===== src/rtl/pipe_hazard_ctrl.sv =====
// pipe_hazard_ctrl: stall/flush controller for the five-stage pipeline.
// Produces PC and pipeline-register enable/flush strobes for three cases:
// load-use hazards in ID, control redirects from EX and multi-cycle data-memory
// accesses in MEM (bounded by MEM_TIMEOUT).
// Optional feature macro: PIPE_PERF_CNT_EN adds the stall_cnt/flush_cnt
// performance counters and their ports.
// Handshake: dmem_req/dmem_ready act as valid/ready for one data-memory access;
// the access completes on a cycle where both are high, and the pipeline holds
// while dmem_req is high and dmem_ready is low, unless the wait has timed out.
module pipe_hazard_ctrl #(
  parameter int MEM_TIMEOUT = 16,
  parameter int CNT_W       = 32
) (
  input  logic             clk,
  input  logic             reset,
  input  logic [4:0]       ifid_rs1,
  input  logic [4:0]       ifid_rs2,
  input  logic             idex_memread,
  input  logic [4:0]       idex_rd,
  input  logic             ex_redirect,
  input  logic             dmem_req,
  input  logic             dmem_ready,
  output logic             pc_en,
  output logic             ifid_en,
  output logic             idex_en,
  output logic             exmem_en,
  output logic             memwb_en,
  output logic             ifid_flush,
  output logic             idex_flush,
  output logic             memwb_flush,
  output logic             wait_state,
  output logic             mem_err
`ifdef PIPE_PERF_CNT_EN
  ,
  output logic [CNT_W-1:0] stall_cnt,
  output logic [CNT_W-1:0] flush_cnt
`endif
);

  localparam int WCNT_W = $clog2(MEM_TIMEOUT + 1);

  typedef enum logic {
    ST_RUN      = 1'b0,
    ST_MEM_WAIT = 1'b1
  } state_t;

  state_t            r_state;
  state_t            w_state_nxt;
  logic [WCNT_W-1:0] r_wcnt;
  logic              r_mem_err;
  logic              w_force_rel;
  logic              w_hold;
  logic              w_load_use;

  // The wait has reached its bound: this cycle releases regardless of ready.
  assign w_force_rel = (r_wcnt == WCNT_W'(MEM_TIMEOUT));
  assign w_hold      = dmem_req & ~dmem_ready & ~w_force_rel;
  // A load whose destination (other than x0) feeds the instruction in ID.
  assign w_load_use  = idex_memread & (idex_rd != 5'd0) &
                       ((idex_rd == ifid_rs1) | (idex_rd == ifid_rs2));

  // State register; the state is also exported through wait_state.
  always_ff @(posedge clk) begin
    if (reset) r_state <= ST_RUN;
    else       r_state <= w_state_nxt;
  end

  // Next state and strobes: memory hold beats redirect, redirect beats load-use.
  always_comb begin
    w_state_nxt = ST_RUN;
    pc_en       = 1'b1;
    ifid_en     = 1'b1;
    idex_en     = 1'b1;
    exmem_en    = 1'b1;
    memwb_en    = 1'b1;
    ifid_flush  = 1'b0;
    idex_flush  = 1'b0;
    memwb_flush = 1'b0;
    if (w_hold) begin
      // Freeze everything up to MEM; WB receives a bubble so no write repeats.
      w_state_nxt = ST_MEM_WAIT;
      pc_en       = 1'b0;
      ifid_en     = 1'b0;
      idex_en     = 1'b0;
      exmem_en    = 1'b0;
      memwb_flush = 1'b1;
    end else if (ex_redirect) begin
      // Wrong-path instructions in IF/ID and ID/EX are squashed.
      ifid_flush = 1'b1;
      idex_flush = 1'b1;
    end else if (w_load_use) begin
      // Hold PC and IF/ID one cycle, insert a bubble into EX.
      pc_en      = 1'b0;
      ifid_en    = 1'b0;
      idex_flush = 1'b1;
    end
  end

  // Wait counter: counts hold cycles of the current access, cleared otherwise.
  always_ff @(posedge clk) begin
    if (reset)       r_wcnt <= '0;
    else if (w_hold) r_wcnt <= r_wcnt + WCNT_W'(1);
    else             r_wcnt <= '0;
  end

  // Sticky timeout flag, cleared only by reset.
  always_ff @(posedge clk) begin
    if (reset)                        r_mem_err <= 1'b0;
    else if (dmem_req & w_force_rel)  r_mem_err <= 1'b1;
  end

  assign wait_state = (r_state == ST_MEM_WAIT);
  assign mem_err    = r_mem_err;

`ifdef PIPE_PERF_CNT_EN
  logic [CNT_W-1:0] r_stall_cnt;
  logic [CNT_W-1:0] r_flush_cnt;

  // Performance counters: stalled-PC cycles and redirect flush cycles.
  always_ff @(posedge clk) begin
    if (reset) begin
      r_stall_cnt <= '0;
      r_flush_cnt <= '0;
    end else begin
      if (!pc_en)
        r_stall_cnt <= r_stall_cnt + CNT_W'(1);
      if ((ifid_flush | idex_flush) & ex_redirect)
        r_flush_cnt <= r_flush_cnt + CNT_W'(1);
    end
  end

  assign stall_cnt = r_stall_cnt;
  assign flush_cnt = r_flush_cnt;
`endif

endmodule


===== config.mk =====
export PLATFORM = sky130hd
export DESIGN_NAME = pipe_hazard_ctrl
export DESIGN_NICKNAME = d
export VERILOG_FILES = /design/src/rtl/pipe_hazard_ctrl.sv
export SDC_FILE = /design/constraint.sdc
export NUM_CORES = 1
export LEC_CHECK = 0
export CORE_UTILIZATION = 31
export DETAILED_ROUTE_END_ITERATION = 8
export HOLD_SLACK_MARGIN = 0.12
export PLACE_DENSITY_LB_ADDON = 0.2
export SYNTH_ARGS = -nofsm -noshare
export SYNTH_HDL_FRONTEND = slang
export SYNTH_SLANG_ARGS = --single-unit

===== constraint.sdc =====
create_clock -name clk -period 1.85 [get_ports clk]
set_input_delay 0.37 -clock clk [delete_from_list [all_inputs] [get_ports clk]]
set_output_delay 0.37 -clock clk [all_outputs]
set_load 0.03 [all_outputs]

# Word-level counts from Yosys, hierarchy flattened
# Cells that the tools add are included.
# word_totals
input_bits	21
ff_bits	7
# classes
bitwise	9
n_mux	10
add_sub_neg	1
n_eq_ne	3
reduce_logical	2
# op_table
operator	count
5-bit equality test	2
1-bit two-way mux	10
5-bit by 1-bit adder with 5-bit output, second input constant	1
1-bit AND	5
5-bit equality test, second input constant	1
5-bit nonzero test	1
1-bit NOT	3
2-bit OR reduction	1
1-bit bitwise OR	1

# Longest topological paths before layout
# depth
depth_word	6
depth_mapped	8

# Least setup slack after synthesis
# OpenSTA, ideal clock, no wires.
# synth_timing
path_type	flip-flop to output port
startpoint	reg r_wcnt[0]
endpoint	out pc_en
t_required_ns	1.480
n_path_buf	1
setup_slack_ns	-0.468
t_arrival_ns	1.948
path_stages_with_launch	8
cell_sequence	dfxtp_1 inv_1 ha_1 nor4bb_2 or3b_4 inv_4 a41oi_1 buf_4
# synth_via
elab_chain_len	4
# synth_rtl
element	line_no	source
start, declared	49	logic [WCNT_W-1:0] r_wcnt;
start signal, assigned	102	else if (w_hold) r_wcnt <= r_wcnt + WCNT_W'(1);
5-bit equality test	56	assign w_force_rel = (r_wcnt == WCNT_W'(MEM_TIMEOUT));
1-bit NOT	57	assign w_hold = dmem_req & ~dmem_ready & ~w_force_rel;
1-bit AND	57	
1-bit two-way mux	--	
end, declared	23	output logic pc_en,
# Every way passes these cells.

# Worst setup path after layout
# layout_timing
startpoint	reg r_wcnt[0]
endpoint	out idex_flush
# layout_via
elab_chain_len	4
# layout_rtl
element	line_no	source
5-bit equality test	56	
1-bit NOT	57	
1-bit AND	57	
1-bit two-way mux	79	if (w_hold) begin
end, declared	29	output logic idex_flush,
# Every way passes these cells.

==> metrics.csv <==
stage;metric;value;unit
floorplanning;Die W;40.9;µm
yosys;#FFs+latches synth;7;
sta;unrepaired setup endpoints after global routing;yes;
final_layout;area delta synth->final;114;%
floorplanning;# rows;13;
clock_network;Bufs on Longest Clock Path;2;
worst_setup_path;Critical Path RT;1480;ps
hold_path;hold wc startpoint;mem_err;
detailed_routing;initial drt markers;1;
global_routing;pin count of the biggest net entering global routing;6;
clock_network;CTS tree;yes;
global_routing;initial antenna violation count;0;
sta;Final period util;1.25;
floorplanning;Initial Utilization;0.348;
hold_path;worst hold path type;flop to flop;
clock_network;Clock Latency Late Sink;260;ps
yosys;post-synthesis mux area share;0;
yosys;Cell Area, Synth;469;µm²
yosys;Cells after Synth;54;
worst_setup_path;CP Capture Type;output pin;
global_routing;Remaining Overflow, GRT;0;
hold_path;hold path depth;2;
yosys;xor/xnor share of the synthesized area;0.243;
clock_network;htree depth;1;
worst_setup_path;worst-path fanout max;3;
detailed_routing;routed vias/inst;4.44;
yosys;top cells by area, synth;dfxtp_1, xnor2_1, ha_1;
placed_design;placed cells;106;
final_layout;commonest cells after routing, fill and taps aside;clkdlybuf4s50_1, buf_4, xnor2_1;
clock_network;clock sink count;7;
yosys;Warnings, synthesis;0;
worst_setup_path;r2r endpoint;r_wcnt[1];
yosys;Mapped Nets;77;
yosys;Synth Area in Simple Gates;0.240;
placed_design;dpl hpwl;1040;µm
yosys;share of synthesized area occupied by flip-flops and latches;0.299;
sta;maximum clock frequency;433;MHz
worst_setup_path;Arr. time, crit path;1940;ps
final_layout;most common cell after layout, fill and taps aside;clkdlybuf4s50_1;
yosys;largest family of logic cells by synthesized area;XOR/XNOR gates;
yosys;Synth Area in Compound Gates;0.0640;
pwr;maximum VDD drop;441;µV
yosys;area share of the largest cell type after synthesis;0.299;
status;status;finished, violations left;
sta;clk_skew;3.73;ps
yosys;Syn Area/Cell;8.69;µm²
final_layout;# diodes;0;
yosys;post-synth cell types;22;
sta;worst setup margin;-458;ps
sta;Final Hold Viols;0;
status;failing checks;setup timing;
floorplanning;core area;1350;µm²
pwr;Pwr Density;475;nW/µm²
sta;min Tclk post-route;2310;ps
global_routing;number of global-route vias before repair;496;
yosys;fraction of the mapped netlist area in adder cells;0.0533;
floorplanning;Die ar.;1670;µm²
detailed_routing;detailed-router iteration count before antenna repair;2;
final_layout;share of cells above drive strength 1;0.422;
detailed_routing;Post-DRT Antenna Nets;0;
worst_setup_path;R2R Path Start;r_wcnt[0];
detailed_routing;Detailed Route WL;1340;µm
hold_path;Worst Hold End;mem_err;
detailed_routing;DR vias;520;
sta;fin. max-slew vios;0;
global_routing;Total GRT Usage;0.184;
detailed_routing;Residual DRC;0;
floorplanning;num ports;31;
run;Max Cap Viol;0;
placed_design;DP Area;897;µm²
final_layout;# fillers;103;
sta;final setup fails;8;
placed_design;Routability Congestion;0.657;
pwr;P_leak;0.000427;µW
placed_design;Port Buffers;29;
clock_network;total CTS buffers;3;
yosys;cell type with the largest total area after synthesis;dfxtp_1;
final_layout;Final nets;126;
final_layout;Cell Count, Final, Fillers Out;117;
clock_network;clock root buffer;clkbuf_4;
worst_setup_path;Reg2Reg Setup Slack;-20;ps
floorplanning;Die Span Y;40.9;µm
detailed_routing;WL per Instance;11.4;µm
worst_setup_path;Worst Reg-to-Reg Cells;12;
worst_setup_path;crit start category;flop;
clock_network;CTS Hold Bufs;0;
final_layout;post-route cell area;1000;µm²
global_routing;first-pass GRT wire length;1960;µm
clock_network;Worst-path clk slew;60;ps
worst_setup_path;crit path kind;flop to output pin;
worst max-delay path, cell delays in order (launching register included):
cell	delay (ps)
dfxtp_2	330
inv_2	40
ha_4	140
nor4bb_4	140
or3b_4	440
inv_8	70
nor2_4	30
buf_6	110
a41o_4	230
buf_6	130
final cells by class:
cell class                 instances  area (µm²)  area share
inverter                           5        26.3      0.0262
clock buffer                       3        22.5      0.0225
timing repair buffer              47         439       0.438
tap                               15        18.8      0.0187
clock inverter                     1        5.00     0.00499
multi-input combinational         39         348       0.347
sequential                         7         143       0.142
report_power, final:
| part | switching (µW) | internal (µW) |
|---|---|---|
| combinational | 75.8 | 103 |
| clock | 63.5 | 79.3 |
| sequential | 0.972 | 153 |
| total | 140 | 336 |
routing by layer:
| layer | part of all wire | track usage | routed length (µm) |
|---|---|---|---|
| met5 | 0 | 0 | 0 |
| met4 | 0.0090 | 0.0500 | 12 |
| met3 | 0.071 | 0.0707 | 95 |
| met2 | 0.54 | 0.340 | 726 |
| met1 | 0.37 | 0.190 | 500 |
flip-flops by register name, summed over array words and instances, names as in the netlist:
signal      count
r_wcnt          5
wait_state      1
mem_err         1
cell usage after synthesis:
| cell | count |
|---|---|
| nor3_1 | 1 |
| ha_1 | 2 |
| xnor2_1 | 11 |
| xor2_1 | 2 |
| or3b_4 | 1 |
| inv_1 | 3 |
| buf_4 | 3 |
| nor4bb_2 | 1 |
| a41o_1 | 1 |
| inv_4 | 1 |
| nor2_1 | 6 |
| a21oi_1 | 1 |
| conb_1 | 1 |
| inv_2 | 1 |
| a41oi_1 | 1 |
| o22ai_1 | 1 |
| dfxtp_1 | 7 |
| nand2_1 | 3 |
| nand2b_4 | 1 |
| nand3_1 | 4 |
| nor2_2 | 1 |
| and2_1 | 1 |
how the worst max path moves through the flow:
stage	from	end	slack [ps]	depth (start not counted)
global route	r_wcnt[0]	idex_flush	-520	9
global placement	idex_rd[2]	ifid_en	-710	6
finish	r_wcnt[0]	idex_flush	-460	9
detailed placement	idex_rd[4]	ifid_en	-760	6
CTS	r_wcnt[0]	idex_flush	-460	9
floorplan	r_wcnt[0]	idex_flush	-170	7
repair_timing:
item,CTS,global route
pin swaps,3,3
buffers inserted,4,3
setup endpoints to repair,7,7
resized for setup,41,6
cell families after synthesis:
group / count (synthesis)
xor gates and xnor gates: 13
DFF: 7
adders and majority gates: 2
AOI/OAI and AO/OA: 4
other: 1
buffers and inverters: 8
and+or+nand+nor: 19
metrics by stage:
stage	utilization	total power (µW)	setup slack, ps	hold slack [ps]	setup TNS [ps]
4_1_cts	0.723	477	-458	518	-1750
2_1_floorplan	-	239	-167	416	-252
5_1_grt	0.742	500	-520	529	-2680
3_3_place_gp	0.665	316	-714	454	-3370
3_5_place_dp	0.665	319	-764	499	-3530
6_report	0.742	476	-458	509	-2110
No activity file was read; power rests on OpenSTA's default activity.
